==> src/rtl/md5_block_feeder_pkg.sv <==
// Shared constants, FSM state type and word byte-swap helper for the MD5 block feeder.
// Latency: n/a (declarations only).
// Backpressure: n/a.
package md5_block_feeder_pkg;

  localparam int          BLOCK_BYTES = 64;
  localparam int          BEAT_W      = 128;
  localparam int          LEN_OFFSET  = 56;
  localparam logic [7:0]  PAD_BYTE    = 8'h80;

  typedef enum logic [1:0] {
    COLLECT = 2'd0,
    PAD     = 2'd1,
    EMIT    = 2'd2
  } state_e;

  // Reverse the byte order inside each 32-bit word of a beat, turning the
  // first-byte-at-MSB packing into little-endian MD5 message words.
  function automatic logic [BEAT_W-1:0] swap_words(input logic [BEAT_W-1:0] x);
    logic [BEAT_W-1:0] y;
    y = '0;
    for (int w = 0; w < BEAT_W / 32; w++) begin
      for (int b = 0; b < 4; b++) begin
        y[32*w + 8*b +: 8] = x[32*w + 8*(3-b) +: 8];
      end
    end
    return y;
  endfunction

endpackage

==> src/rtl/md5_block_feeder_if.sv <==
// Byte-stream input and 4-beat block output bundle of the MD5 block feeder.
// Latency: n/a (wires only).
// Backpressure: in_valid/in_ready on the byte side; core_ready gates the start of a block.
// Ports: master = feeder side, slave = byte producer plus MD5 core side.
interface md5_block_feeder_if;
  import md5_block_feeder_pkg::*;

  logic              in_valid;
  logic              in_ready;
  logic [7:0]        in_data;
  logic              in_last;
  logic              in_empty;
  logic              core_ready;
  logic [BEAT_W-1:0] data_o;
  logic              en1;
  logic              en2;
  logic              en3;
  logic              en4;
  logic              blk_last;
  logic              busy;

  modport master (
    input  in_valid, in_data, in_last, in_empty, core_ready,
    output in_ready, data_o, en1, en2, en3, en4, blk_last, busy
  );

  modport slave (
    output in_valid, in_data, in_last, in_empty, core_ready,
    input  in_ready, data_o, en1, en2, en3, en4, blk_last, busy
  );

endinterface

==> src/rtl/md5_block_feeder_block_buf.sv <==
// 64-byte block buffer: byte write, zero-fill from an index, length write, 128-bit beat read.
// Latency: writes land on the next posedge; beat read is combinational.
// Backpressure: none; the owner only writes while no block is being emitted.
// Ports: clk/reset (sync, active low); wr_* byte port; fill_* zero-fill of bytes >= fill_idx_i;
//        len_* stores len_i little-endian in bytes 56..63; rd_beat_i selects rd_dat_o.
module md5_block_feeder_block_buf
  import md5_block_feeder_pkg::*;
(
  input  logic              clk,
  input  logic              reset,
  input  logic              wr_en_i,
  input  logic [5:0]        wr_idx_i,
  input  logic [7:0]        wr_dat_i,
  input  logic              fill_en_i,
  input  logic [6:0]        fill_idx_i,
  input  logic              len_en_i,
  input  logic [63:0]       len_i,
  input  logic [1:0]        rd_beat_i,
  output logic [BEAT_W-1:0] rd_dat_o
);

  logic [7:0] mem_q [BLOCK_BYTES];

  // Length beats the zero-fill in bytes 56..63; the 0x80 write beats the
  // zero-fill at its own index.
  always_ff @(posedge clk) begin
    for (int i = 0; i < BLOCK_BYTES; i++) begin
      if (!reset) begin
        mem_q[i] <= '0;
      end else if (len_en_i && i >= LEN_OFFSET) begin
        mem_q[i] <= len_i[8*(i%8) +: 8];
      end else if (wr_en_i && wr_idx_i == 6'(i)) begin
        mem_q[i] <= wr_dat_i;
      end else if (fill_en_i && 7'(i) >= fill_idx_i) begin
        mem_q[i] <= '0;
      end
    end
  end

  // Byte 16*beat+k sits at bits [127-8k -: 8]: first byte is the MSB.
  always_comb begin
    rd_dat_o = '0;
    for (int k = 0; k < 16; k++) begin
      rd_dat_o[BEAT_W-1-8*k -: 8] = mem_q[{rd_beat_i, 4'(k)}];
    end
  end

endmodule

==> src/rtl/md5_block_feeder.sv <==
// MD5 block feeder: buffers a byte stream into 64-byte blocks, applies MD5 padding, emits 4x128-bit beats.
// Latency: en1 one cycle after the 64th byte / pad cycle (core_ready high), or one cycle after core_ready rises.
// Backpressure: in_ready low outside COLLECT; core_ready checked only before en1, a started block always finishes.
// Ports: clk, reset (sync, active low); bus (md5_block_feeder_if.master) carries byte input and beat output.
// Optional: MD5_BYTE_SWAP_EN byte-reverses each 32-bit word of data_o.
module md5_block_feeder
  import md5_block_feeder_pkg::*;
#(
  parameter int LEN_W    = 64,
  parameter int BEAT_GAP = 0
)
(
  input  logic                clk,
  input  logic                reset,
  md5_block_feeder_if.master  bus
);

  state_e            state_q, state_d;
  logic [6:0]        count_q, count_d;
  logic [LEN_W-1:0]  bitlen_q, bitlen_d;
  logic              pad_placed_q, pad_placed_d;
  logic              final_q, final_d;
  logic              pad_more_q, pad_more_d;   // a second pad pass follows this block
  logic              active_q, active_d;       // en1 issued, beats in flight
  logic [1:0]        beat_q, beat_d;
  logic [1:0]        gap_q, gap_d;
  logic [3:0]        en_q, en_d;
  logic              blk_last_q, blk_last_d;
  logic              busy_q, busy_d;

  logic              xfer;
  logic              has_byte;
  logic              place;
  logic              buf_wr_en;
  logic [5:0]        buf_wr_idx;
  logic [7:0]        buf_wr_dat;
  logic              buf_fill_en;
  logic [6:0]        buf_fill_idx;
  logic              buf_len_en;
  logic [63:0]       len64;
  logic [BEAT_W-1:0] buf_rd_dat;
  logic [BEAT_W-1:0] beat_dat;

  assign bus.in_ready = reset && (state_q == COLLECT) && (count_q < 7'(BLOCK_BYTES));
  assign xfer         = bus.in_valid && bus.in_ready;
  assign has_byte     = xfer && !bus.in_empty;
  assign len64        = 64'(bitlen_q);

  always_comb begin
    state_d      = state_q;
    count_d      = count_q;
    bitlen_d     = bitlen_q;
    pad_placed_d = pad_placed_q;
    final_d      = final_q;
    pad_more_d   = pad_more_q;
    active_d     = active_q;
    beat_d       = beat_q;
    gap_d        = gap_q;
    en_d         = 4'b0000;
    blk_last_d   = 1'b0;
    busy_d       = busy_q;
    place        = 1'b0;
    buf_wr_en    = 1'b0;
    buf_wr_idx   = count_q[5:0];
    buf_wr_dat   = bus.in_data;
    buf_fill_en  = 1'b0;
    buf_fill_idx = count_q;
    buf_len_en   = 1'b0;

    unique case (state_q)
      COLLECT: begin
        if (has_byte) begin
          buf_wr_en = 1'b1;
          count_d   = count_q + 7'd1;
          bitlen_d  = bitlen_q + LEN_W'(8);
          busy_d    = 1'b1;
        end
        if (xfer && bus.in_last) begin
          state_d = PAD;
          busy_d  = 1'b1;
        end else if (has_byte && count_q == 7'd63) begin
          state_d    = EMIT;
          final_d    = 1'b0;
          pad_more_d = 1'b0;
          if (bus.core_ready) begin
            active_d = 1'b1;
            beat_d   = 2'd0;
            en_d     = 4'b0001;
          end
        end
      end

      PAD: begin
        place        = !pad_placed_q && (count_q < 7'(BLOCK_BYTES));
        buf_wr_en    = place;
        buf_wr_dat   = PAD_BYTE;
        buf_fill_en  = 1'b1;
        buf_fill_idx = place ? count_q + 7'd1 : count_q;
        pad_placed_d = pad_placed_q | place;
        // Length fits if the 0x80 went into an earlier block or lands at byte <= 55.
        if (pad_placed_q || count_q <= 7'(LEN_OFFSET - 1)) begin
          buf_len_en = 1'b1;
          final_d    = 1'b1;
          pad_more_d = 1'b0;
        end else begin
          final_d    = 1'b0;
          pad_more_d = 1'b1;
        end
        state_d = EMIT;
        if (bus.core_ready) begin
          active_d = 1'b1;
          beat_d   = 2'd0;
          en_d     = 4'b0001;
        end
      end

      EMIT: begin
        if (!active_q) begin
          if (bus.core_ready) begin
            active_d = 1'b1;
            beat_d   = 2'd0;
            en_d     = 4'b0001;
          end
        end else if (en_q != 4'b0000 && beat_q == 2'd3) begin
          active_d = 1'b0;
          count_d  = '0;
          if (pad_more_q) begin
            state_d    = PAD;
            pad_more_d = 1'b0;
          end else begin
            state_d = COLLECT;
          end
          if (final_q) begin
            bitlen_d     = '0;
            busy_d       = 1'b0;
            pad_placed_d = 1'b0;
            final_d      = 1'b0;
          end
        end else if (en_q != 4'b0000 && BEAT_GAP != 0) begin
          gap_d = 2'(BEAT_GAP);
        end else if (en_q != 4'b0000 || gap_q == 2'd1) begin
          // Either no gap is configured or the last idle cycle is running.
          gap_d      = 2'd0;
          beat_d     = beat_q + 2'd1;
          en_d       = 4'b0001 << (beat_q + 2'd1);
          blk_last_d = final_q && (beat_q == 2'd2);
        end else begin
          gap_d = gap_q - 2'd1;
        end
      end

      default: state_d = COLLECT;
    endcase
  end

  always_ff @(posedge clk) begin
    if (!reset) begin
      state_q      <= COLLECT;
      count_q      <= '0;
      bitlen_q     <= '0;
      pad_placed_q <= 1'b0;
      final_q      <= 1'b0;
      pad_more_q   <= 1'b0;
      active_q     <= 1'b0;
      beat_q       <= '0;
      gap_q        <= '0;
      en_q         <= '0;
      blk_last_q   <= 1'b0;
      busy_q       <= 1'b0;
    end else begin
      state_q      <= state_d;
      count_q      <= count_d;
      bitlen_q     <= bitlen_d;
      pad_placed_q <= pad_placed_d;
      final_q      <= final_d;
      pad_more_q   <= pad_more_d;
      active_q     <= active_d;
      beat_q       <= beat_d;
      gap_q        <= gap_d;
      en_q         <= en_d;
      blk_last_q   <= blk_last_d;
      busy_q       <= busy_d;
    end
  end

  md5_block_feeder_block_buf u_buf (
    .clk        (clk),
    .reset      (reset),
    .wr_en_i    (buf_wr_en),
    .wr_idx_i   (buf_wr_idx),
    .wr_dat_i   (buf_wr_dat),
    .fill_en_i  (buf_fill_en),
    .fill_idx_i (buf_fill_idx),
    .len_en_i   (buf_len_en),
    .len_i      (len64),
    .rd_beat_i  (beat_q),
    .rd_dat_o   (buf_rd_dat)
  );

`ifdef MD5_BYTE_SWAP_EN
  assign beat_dat = swap_words(buf_rd_dat);
`else
  assign beat_dat = buf_rd_dat;
`endif

  assign bus.data_o   = (en_q != 4'b0000) ? beat_dat : '0;
  assign bus.en1      = en_q[0];
  assign bus.en2      = en_q[1];
  assign bus.en3      = en_q[2];
  assign bus.en4      = en_q[3];
  assign bus.blk_last = blk_last_q;
  assign bus.busy     = busy_q;

endmodule

==> src/flat_wrapper.sv <==
// flat-port wrapper written by rule: the top's interface ports become plain ports
module md5_block_feeder_flat import md5_block_feeder_pkg::*;
#(
  parameter int LEN_W    = 64,
  parameter int BEAT_GAP = 0
)
  (clk, reset, bus_in_valid, bus_in_data, bus_in_last, bus_in_empty, bus_core_ready, bus_in_ready, bus_data_o, bus_en1, bus_en2, bus_en3, bus_en4, bus_blk_last, bus_busy);
  md5_block_feeder_if bus_i ();
  input  logic clk;
  input  logic reset;
  input wire logic [$bits(bus_i.in_valid)-1:0] bus_in_valid;
  input wire logic [$bits(bus_i.in_data)-1:0] bus_in_data;
  input wire logic [$bits(bus_i.in_last)-1:0] bus_in_last;
  input wire logic [$bits(bus_i.in_empty)-1:0] bus_in_empty;
  input wire logic [$bits(bus_i.core_ready)-1:0] bus_core_ready;
  output wire logic [$bits(bus_i.in_ready)-1:0] bus_in_ready;
  output wire logic [$bits(bus_i.data_o)-1:0] bus_data_o;
  output wire logic [$bits(bus_i.en1)-1:0] bus_en1;
  output wire logic [$bits(bus_i.en2)-1:0] bus_en2;
  output wire logic [$bits(bus_i.en3)-1:0] bus_en3;
  output wire logic [$bits(bus_i.en4)-1:0] bus_en4;
  output wire logic [$bits(bus_i.blk_last)-1:0] bus_blk_last;
  output wire logic [$bits(bus_i.busy)-1:0] bus_busy;
  assign bus_i.in_valid = bus_in_valid;
  assign bus_i.in_data = bus_in_data;
  assign bus_i.in_last = bus_in_last;
  assign bus_i.in_empty = bus_in_empty;
  assign bus_i.core_ready = bus_core_ready;
  assign bus_in_ready = bus_i.in_ready;
  assign bus_data_o = bus_i.data_o;
  assign bus_en1 = bus_i.en1;
  assign bus_en2 = bus_i.en2;
  assign bus_en3 = bus_i.en3;
  assign bus_en4 = bus_i.en4;
  assign bus_blk_last = bus_i.blk_last;
  assign bus_busy = bus_i.busy;
  md5_block_feeder #(.LEN_W(LEN_W), .BEAT_GAP(BEAT_GAP)) u_core (.clk(clk), .reset(reset), .bus(bus_i));
endmodule
==> config.mk <==
export PLATFORM = sky130hd
export DESIGN_NAME = md5_block_feeder_flat
export DESIGN_NICKNAME = d
export VERILOG_FILES = /design/src/rtl/md5_block_feeder_pkg.sv /design/src/rtl/md5_block_feeder_if.sv /design/src/rtl/md5_block_feeder_block_buf.sv /design/src/rtl/md5_block_feeder.sv /design/src/flat_wrapper.sv
export SDC_FILE = /design/constraint.sdc
export NUM_CORES = 1
export LEC_CHECK = 0
export BUFFER_PORTS_ARGS = -buffer_cell sky130_fd_sc_hd__buf_2
export CORE_ASPECT_RATIO = 1.75
export CORE_MARGIN = 1
export CORE_UTILIZATION = 55
export DETAILED_ROUTE_END_ITERATION = 16
export GPL_ROUTABILITY_DRIVEN = 0
export PLACE_DENSITY = 0.81
export SETUP_SLACK_MARGIN = 0.02
export SLEW_MARGIN = 20
export SYNTH_ARGS = -nofsm -noshare
export SYNTH_HDL_FRONTEND = slang
export SYNTH_HIERARCHICAL = 1
export SYNTH_SLANG_ARGS = --single-unit
==> constraint.sdc <==
create_clock -name clk -period 6 [get_ports clk]
set_clock_uncertainty 0.15 [all_clocks]
set_input_delay 1.2 -clock clk [delete_from_list [all_inputs] [get_ports clk]]
set_output_delay 1.2 -clock clk [all_outputs]
set_load 0.01 [all_outputs]
# Yosys cells after proc, flatten, opt, wreduce, memory -nomap -nowiden
# Memory sizes are Yosys's and may differ from the RTL's. A register that Yosys moved wholly into a read port is not among the register bits.
# Cells that the tools add are included.
[totals]
register_bits = 87
mem_bits_rw = 512
input_bits = 14
output_inout_bits = 135
word_cells = 1158
n_memories = 1
[classes]
n_addsub = 4
order_cmp = 66
n_eq_ne = 79
shifts = 1
muxes = 696
bitwise_logic = 142
n_reduce_logical = 157
[memory_table]
columns = ["name", "depth", "width", "read_ports", "rd_clocked_by_memory_dff", "write_ports", "line_no", "rtl"]
rows = [
  ["u_core.u_buf.mem_q", 64, 8, 16, 16, 64, "md5_block_feeder_block_buf.sv:22", "logic [7:0] mem_q [BLOCK_BYTES];"],
]
[op_table]
columns = ["operator", "n"]
rows = [
  ["8-bit two-way mux", 137],
  ["1-bit two-way mux", 490],
  ["64-bit two-way mux", 4],
  ["6-bit by 7-bit greater-or-equal comparator with 1-bit output (first input constant)", 32],
  ["6-bit == test (second input constant)", 32],
  ["6-bit two-way mux", 32],
  ["1-bit logical AND", 137],
  ["1-bit OR", 137],
  ["128-bit two-way mux", 1],
  ["64-bit case mux with 2 select lines", 1],
  ["5-bit by 7-bit greater-or-equal comparator with 1-bit output (first input constant)", 16],
  ["6-bit by 5-bit == test with 1-bit output (second input constant)", 16],
  ["64-bit by 4-bit adder with 64-bit output (second input constant)", 1],
  ["4-bit by 7-bit greater-or-equal comparator with 1-bit output (first input constant)", 8],
  ["6-bit by 4-bit == test with 1-bit output (second input constant)", 8],
  ["7-bit two-way mux", 5],
  ["3-bit by 7-bit greater-or-equal comparator with 1-bit output (first input constant)", 4],
  ["6-bit by 3-bit == test with 1-bit output (second input constant)", 4],
  ["2-bit two-way mux", 11],
  ["4-bit two-way mux", 5],
  ["5-bit AND reduction", 4],
  ["1-bit by 7-bit greater-or-equal comparator with 1-bit output (first input constant)", 2],
  ["2-bit by 7-bit greater-or-equal comparator with 1-bit output (first input constant)", 2],
  ["7-bit case mux with 2 select lines", 1],
  ["other kinds (30)", 55],
]

# Logic depth before layout (Yosys ltp)
# Gate-level depths: netlist (run 1).
[depth]
word_depth = 14
ltp_mapped = 11
mapped_depth_nobuf = 7

# Hierarchy
# The synthesis (run 1) kept the hierarchy.
[by_module_without_submodules]
columns = ["mod", "instances", "cells_per_inst", "area_per_inst_um2", "seq_area_each_um2"]
rows = [
  ["md5_block_feeder_block_buf", 1, 1541, 23822.8, 15374.7],
  ["md5_block_feeder", 1, 693, 5451.5, 1681.6],
]

# Worst setup path before layout (run 1)
# OpenSTA, ideal clock, no wires.
[synth_timing]
path_kind = "input-to-reg"
start = "input bus_in_empty"
end = "memory u_core.u_buf.mem_q[48][0] (netlist: u_core/u_buf/mem_q[3][0]) (enable)"
arrival_time_ns = 2.914
t_required_ns = 5.474
setup_slack_ns = 2.560
path_stages = 8
n_path_buf = 3
path_cell_list = "and4bb_2 nand2_1 nand2_1 buf_2 nand3_2 buf_2 clkbuf_1 o211ai_1"
[synth_lines]
columns = ["element", "line_no", "rtl"]
rows = [
  ["start: declaration", "flat_wrapper.sv:14", "input wire logic [$bits(bus_i.in_empty)-1:0] bus_in_empty;"],
  ["end: declaration", "md5_block_feeder_block_buf.sv:22", ""],
]

==> results.toml, run 1 <==
[pwr]
max-vdd-ir-drop_v = 0.000228
p_leak_uw = 0.0116
power_density_mw_per_mm2 = 266
p_total_uw = 8560

[placed_design]
dp_hpwl_um = 51400
port_buffers = 148
dpl.cell_count = 2917

[route]
drt-met1-wl_um = 26100
dr_wl_met3_um = 5820
firstDrtPassIters = 6
post_drt_via_cell_ratio = 6.49
detail_route.wl_per_cell_um = 25.5
via_count = 19600
drtIter0Drc = 2305
drc_errors = 0
top_layer_used = "met4"
wl_met2_um = 39500
routed_wl_um = 76700
ant_nets = 0

[synth]
ys.flop_type = "edfxtp_1"
avgSynthCellArea_um2 = 13.1
ys_seq_elements = 596
synth.distinct_cells = 87
synth_edf_count = 512
ys_warn_count = 6
netlist_area_mm2 = 0.0293
seq_area_frac_synth = 0.583
synthCells = 2234
synthArstFlopShare = 0

[layout]
stdcell_count = 3013
final_common_cell = "and2_1"
fillerInstances = 3841
layout_common_cells = "and2_1 (581), edfxtp_1 (512), buf_2 (148), mux4_2 (128), nor2_1 (107)"
num-nets-final = 2317
final_util = 0.614
drive_gt1_frac = 0.197
antenna_cells = 0
syn_to_final_growth_pct = 10.2

[sta]
drv_slew = 0
relSlewSlack = 0.228
period_share = 0.814
hold_viol = 0
max_freq_mhz = 205
tightest_slew_ps = 1150
grt_setup_unrepaired = "false"
setup_tns_ps = 0
layout_min_cycle_time_ps = 4880
setup_viol = 0

[worst_setup_path]
end_kind = "register"
timing.rr.end = "u_core/u_buf/mem_q[2][92]$_SDFFCE_PP0P_"
cp-start-kind = "register"
crit_arrival_ps = 4900
criticalPathCategory = "register to register"
crit_path_max_fanout = 14
crit_required_ps = 6020
rrSetupSlack_ps = 1120
reg2regPathDepth = 7
startpoint = "u_core/state_q[0]$_SDFFE_PN0P_"
reg2reg_from = "u_core/state_q[0]$_SDFFE_PN0P_"

[global_routing]
grt_pass1_vias = 19500
grt_use_total = 0.285
globalRouteOverflowTotal = 0
grt_start_max_net_pins = 132
antenna_found_initial = 0
grt_pass1_wl_um = 116000

[worst_hold_path]
hold_start = "u_core/pad_more_q$_SDFFE_PN0P_"
hold_depth = 1
min_to = "u_core/pad_more_q$_SDFFE_PN0P_"
hp-class = "register to register"

[flow_run]
drv_cap = 0

[clock_network]
cts_buffers = 49
cts_resized = 0
cts.clk_slew.worst_paths_ps = 70
cts_tree = "done"
clock_sinks = 596
holdBufCountCts = 0
clockBufferDepth = 3
worstSkewPairLatency_ps = 580
postCtsSetupBuffers = 0
cts_max_level = 2
cts-root-buf = "clkbuf_16"

[die]
coreArea_mm2 = 0.0525
fp.dieW_um = 176
ioPinCount = 149
placement_rows = 111
die_y_um = 307
initial_utilization = 0.558
die-area_mm2 = 0.0542

[outcome]
status = "completed"
-- synth_stat cells (5+ instances only) --
library cell	number	area [µm²]
a211oi_1	6	45.0
a21boi_0	9	67.6
a21oi_1	45	225
a22o_1	65	569
and2_1	589	3680
and3_1	12	75.1
buf_1	11	41.3
buf_2	37	185
buf_4	5	37.5
clkbuf_1	121	454
dfxtp_1	84	1680
edfxtp_1	512	15400
ha_1	7	87.6
inv_1	17	63.8
mux4_2	128	2880
nand2_1	71	267
nand2b_1	7	43.8
nand3_1	35	175
nand4_1	27	169
nand4bb_1	7	78.8
nor2_1	107	402
nor2_4	12	135
nor3_1	14	70.1
nor3_2	8	80.1
o2111ai_1	7	61.3
o211ai_1	44	330
o21ai_0	58	290
o221ai_1	18	158
o31ai_1	15	113
or3_1	14	87.6
or4_1	21	158
xnor2_1	15	131
xor2_1	14	123
-- report_power, final --
part	switching [µW]	leakage, µW	internal (µW)	total (µW)
logic	286	0.00477	105	391
registers	63.5	0.00602	4650	4710
clock network	1490	0.000843	1970	3460
total	1840	0.0116	6720	8560
-- worst max path at each step --
stage,endpoint,cells past startpoint,slack (ps)
after detailed placement,u_core/u_buf/mem_q[2][93]$_SDFFCE_PP0P_,7,1310
after global placement,u_core/u_buf/mem_q[2][89]$_SDFFCE_PP0P_,7,890
final,u_core/u_buf/mem_q[2][92]$_SDFFCE_PP0P_,7,1120
after floorplan,u_core/u_buf/mem_q[3][0]$_SDFFCE_PP0P_,8,2560
after global routing,u_core/u_buf/mem_q[0][57]$_SDFFCE_PP0P_,7,950
after CTS,u_core/u_buf/mem_q[2][93]$_SDFFCE_PP0P_,7,1260
-- final cells by class --
class | instances | area, µm² | share of cell area
repair buffers | 185 | 1080 | 0.0334
inverters | 18 | 67.6 | 0.00210
well taps | 678 | 848 | 0.0263
multi-input cells | 1446 | 11500 | 0.355
clock buffers | 57 | 1320 | 0.0409
clock inverters | 33 | 415 | 0.0129
flip-flops and latches | 596 | 17100 | 0.529
-- metal layers --
layer / vias up / GRT usage
li1: 8415 / -
met1: 9657 / 0.330
met2: 1177 / 0.498
met3: 305 / 0.0358
met4: 0 / 0.183
met5: - / 0
-- flip-flops by register name, summed over array words and instances, names as in the netlist, 2 cells and up --
signal / cells
u_core/en_q: 4
u_core/u_buf/mem_q: 512
u_core/beat_q: 2
u_core/count_q: 7
u_core/state_q: 2
u_core/bitlen_q: 61
u_core/gap_q: 2
-- cell families after synthesis --
group	share of synthesized area
multiplexers	0.100
other	0.000128
AO/OA/AOI/OAI	0.0736
flip-flops	0.583
XOR/XNOR	0.00868
AND/OR/NAND/NOR	0.204
adder cells (fa/ha/maj)	0.00299
buffers and inverters	0.0275
-- critical path, stage by stage, from the launching register on --
cell,delay (ps)
dfxtp_1,510
nand2b_1,460
or3_1,590
nor2_1,160
xor2_1,750
inv_1,460
a211oi_2,750
o221ai_1,620
-- per-stage QoR --
| stage | worst slack, ps | hold WS (ps) | cell area, µm² |
|---|---|---|---|
| after floorplan | 2560 | 292 | 29300 |
| after global routing | 951 | 363 | 32200 |
| after global placement | 893 | 303 | 30400 |
| after detailed placement | 1310 | 312 | 30400 |
| after CTS | 1260 | 329 | 32200 |
| final | 1120 | 331 | 32200 |
Power figures use the tool's default switching activity.
==> run 2, diff against run 1 <==
Clock period 6 ns to 4.5 ns, I/O delays scaled along.
==> results.toml, run 2 (synthesis results as in run 1) <==
[clock_network]
cts.clk_slew.worst_paths_ps = 60
cts_buffers = 50
cts-root-buf = "clkbuf_16"
clockBufferDepth = 3
holdBufCountCts = 0
cts_max_level = 2
postCtsSetupBuffers = 0
clock_sinks = 596
worstSkewPairLatency_ps = 580
cts_tree = "done"
cts_resized = 0

[pwr]
max-vdd-ir-drop_v = 0.000344
p_total_uw = 11000
power_density_mw_per_mm2 = 341
p_leak_uw = 0.0117

[sta]
max_freq_mhz = 248
setup_viol = 0
drv_slew = 0
hold_viol = 0
tightest_slew_ps = 1100
layout_min_cycle_time_ps = 4030
period_share = 0.896
setup_tns_ps = 0
fin_ws_ps = 469
relSlewSlack = 0.262
grt_setup_unrepaired = "false"

[global_routing]
grt_use_total = 0.280
grt_pass1_wl_um = 113000
antenna_found_initial = 0
grt_start_max_net_pins = 131
grt_pass1_vias = 19200
globalRouteOverflowTotal = 0

[die]
placement_rows = 111
fp.dieW_um = 176
die-area_mm2 = 0.0542
initial_utilization = 0.558
die_y_um = 307
coreArea_mm2 = 0.0525
ioPinCount = 149

[layout]
drive_gt1_frac = 0.207
final_area_mm2 = 0.0324
largest_register = "u_core/u_buf/mem_q"
antenna_cells = 0
largest_register_ffs = 512
stdcell_count = 3050
layout_common_cells = "and2_1 (581), edfxtp_1 (512), buf_2 (148), mux4_2 (128), nor2_1 (107)"
num-nets-final = 2353
syn_to_final_growth_pct = 10.5
final_common_cell = "and2_1"
top_regs = "u_core/u_buf/mem_q: 512 flops, u_core/bitlen_q: 61 flops, u_core/count_q: 7 flops"

[worst_setup_path]
criticalPathCategory = "register to register"
crit_path_max_fanout = 12
end_kind = "register"
crit_arrival_ps = 4160
crit_required_ps = 4630
cp-start-kind = "register"
reg2reg_from = "u_core/state_q[1]$_SDFFE_PN0P_"
startpoint = "u_core/state_q[1]$_SDFFE_PN0P_"

[placed_design]
placed_area_mm2 = 0.0307
port_buffers = 148
dp_worst_setup_slack_ps = 635
dp_hpwl_um = 51800
dpl.cell_count = 2957

[route]
firstDrtPassIters = 6
routed_wl_um = 75100
drtIter0Drc = 1876
ant_nets = 0
detail_route.wl_per_cell_um = 24.6
post_drt_via_cell_ratio = 6.32
drc_errors = 0
via_count = 19300

[worst_hold_path]
hold_start = "u_core/bus.busy$_SDFFE_PN0P_"
hp-class = "register to register"

[flow_run]
drv_cap = 0

[outcome]
status = "completed"
## run 2: area by class of cell
class	count	area [µm²]
Fill cell	3883	20100
Sequential cell	596	17100
Multi-Input combinational cell	1446	11500
Clock buffer	75	1460
Timing Repair Buffer	220	1340
Tap cell	678	848
Clock inverter	17	125
Inverter	18	67.6
## run 2: path summary, 6_finish.rpt
check	end	slack [ps]	depth (start not counted)
min	u_core/bus.busy$_SDFFE_PN0P_	330	2
max	u_core/u_buf/mem_q[2][88]$_SDFFCE_PP0P_	470	9
max reg2reg	u_core/u_buf/mem_q[2][88]$_SDFFCE_PP0P_	470	9
min reg2reg	u_core/bus.busy$_SDFFE_PN0P_	330	2
## run 2: metal layers
layer / global-route usage / routed length, µm / up-vias
li1: - / - / 8496
met1: 0.308 / 25100 / 9558
met2: 0.520 / 40500 / 973
met3: 0.0322 / 5010 / 241
met4: 0.151 / 4610 / 0
met5: 0 / 0 / -
## run 2: where the power goes
| part | switching (µW) | internal (µW) | total (µW) |
|---|---|---|---|
| sequential | 75.3 | 6200 | 6270 |
| clock | 1920 | 2310 | 4230 |
| combinational | 385 | 157 | 541 |
| total | 2380 | 8660 | 11000 |
## run 2: critical path, cell delays in order (launching register included)
cell and delay (ps):
dfxtp_1 440, nand2b_1 210, or3_1 430, nor2_1 180, xor2_1 560, nor4bb_2 680, buf_4 270, nand2_1 70
o221ai_1 460, buf_4 280
## run 2: per-stage QoR
stage                     hold WS [ps]   util
after floorplan                    292      -
after global placement             299  0.585
after detailed placement           311  0.585
after CTS                          330  0.616
after global routing               359  0.616
final                              326  0.616
==> run 3, diff against run 2 <==
Settings changed: CTS_CLUSTER_SIZE from default to 16, MAX_ROUTING_LAYER from default to met4.
==> results.toml, run 3 (synthesis results as in run 1) <==
[outcome]
status = "completed"

[route]
top_layer_used = "met4"
firstDrtPassIters = 6
via_count = 19200
drt-met1-wl_um = 25000
detail_route.wl_per_cell_um = 24.5
post_drt_via_cell_ratio = 6.29
routed_wl_um = 74900
ant_nets = 0
dr_wl_met3_um = 4950
wl_met2_um = 40300
drc_errors = 0
drtIter0Drc = 1896

[sta]
grt_setup_unrepaired = "false"
layout_min_cycle_time_ps = 4000
fin_ws_ps = 504
max_freq_mhz = 250
setup_viol = 0
drv_slew = 0
setup_tns_ps = 0
period_share = 0.888
hold_viol = 0
tightest_slew_ps = 1110
relSlewSlack = 0.256

[worst_setup_path]
end_kind = "register"
crit_required_ps = 4640
cp-start-kind = "register"
criticalPathCategory = "register to register"
crit_path_max_fanout = 12
crit_arrival_ps = 4130

[global_routing]
antenna_found_initial = 0
grt_pass1_vias = 19200
grt_start_max_net_pins = 131
grt_use_total = 0.288
grt_pass1_wl_um = 113000
globalRouteOverflowTotal = 0

[clock_network]
cts_buffers = 50
clock_sinks = 596
cts_resized = 0
cts_tree = "done"
postCtsSetupBuffers = 0
worstSkewPairLatency_ps = 590
cts.clk_slew.worst_paths_ps = 60
cts-root-buf = "clkbuf_16"
clockBufferDepth = 3
holdBufCountCts = 0
cts_max_level = 2

[pwr]
p_leak_uw = 0.0117
max-vdd-ir-drop_v = 0.000345
power_density_mw_per_mm2 = 341

[die]
die-area_mm2 = 0.0542
coreArea_mm2 = 0.0525
initial_utilization = 0.558
fp.dieW_um = 176
placement_rows = 111
ioPinCount = 149
die_y_um = 307

[layout]
final_util = 0.616
final_area_mm2 = 0.0323
final_common_cell = "and2_1"
antenna_cells = 0
multiInputGateArea_mm2 = 0.0115
syn_to_final_growth_pct = 10.5
seq_area_mm2 = 0.0171
fillerInstances = 3891
top_regs = "u_core/u_buf/mem_q: 512 flops, u_core/bitlen_q: 61 flops, u_core/count_q: 7 flops"
largest_register_ffs = 512
drive_gt1_frac = 0.205
largest_register = "u_core/u_buf/mem_q"
num-nets-final = 2353
layout_common_cells = "and2_1 (581), edfxtp_1 (512), buf_2 (148), mux4_2 (128), nor2_1 (107)"

[placed_design]
dp_hpwl_um = 51800
dp_worst_setup_slack_ps = 635
port_buffers = 148
placed_area_mm2 = 0.0307

[worst_hold_path]
hp-class = "register to register"

[flow_run]
drv_cap = 0
[run 3: layer usage]
layer,GRT usage,up-vias
met4,0.153,0
met1,0.308,9465
met3,0.0335,231
met2,0.516,979
met5,-,-
li1,-,8502
[run 3: per-stage QoR]
step | power [µW] | instances | hold slack [ps]
2_1_floorplan | 6670 | 2236 | 292
3_3_place_gp | 6900 | 2957 | 299
3_5_place_dp | 6930 | 2957 | 311
4_1_cts | 11000 | 3049 | 330
5_1_grt | 11300 | 3050 | 359
6_report | 11000 | 3050 | 325
[run 3: power by group]
part | switching, µW | internal [µW]
Combinational | 384 | 157
Sequential | 75.4 | 6200
Clock | 1920 | 2290
Total | 2380 | 8640
[run 3: area by class of cell]
type / instances / share of cell area
sequential: 596 / 0.528
inverter: 18 / 0.00209
timing repair buffer: 220 / 0.0414
clock inverter: 15 / 0.00344
tap: 678 / 0.0262
multi-input combinational: 1446 / 0.354
clock buffer: 77 / 0.0448
[run 3: worst max-delay path: stages, from the launching register on]
cell and delay [ps]:
dfxtp_1 430, nand2b_1 210, or3_1 430, nor2_1 180, xor2_1 570, nor4bb_2 680, buf_4 260, nand2_1 70
o221ai_1 430, buf_4 280
[run 3: final timing paths]
check | from | endpoint | slack [ps] | cells past startpoint
hold / removal | u_core/bus.busy$_SDFFE_PN0P_ | u_core/bus.busy$_SDFFE_PN0P_ | 330 | 2
setup reg to reg | u_core/state_q[1]$_SDFFE_PN0P_ | u_core/u_buf/mem_q[2][88]$_SDFFCE_PP0P_ | 500 | 9
hold reg to reg | u_core/bus.busy$_SDFFE_PN0P_ | u_core/bus.busy$_SDFFE_PN0P_ | 330 | 2
setup / recovery | u_core/state_q[1]$_SDFFE_PN0P_ | u_core/u_buf/mem_q[2][88]$_SDFFCE_PP0P_ | 500 | 9
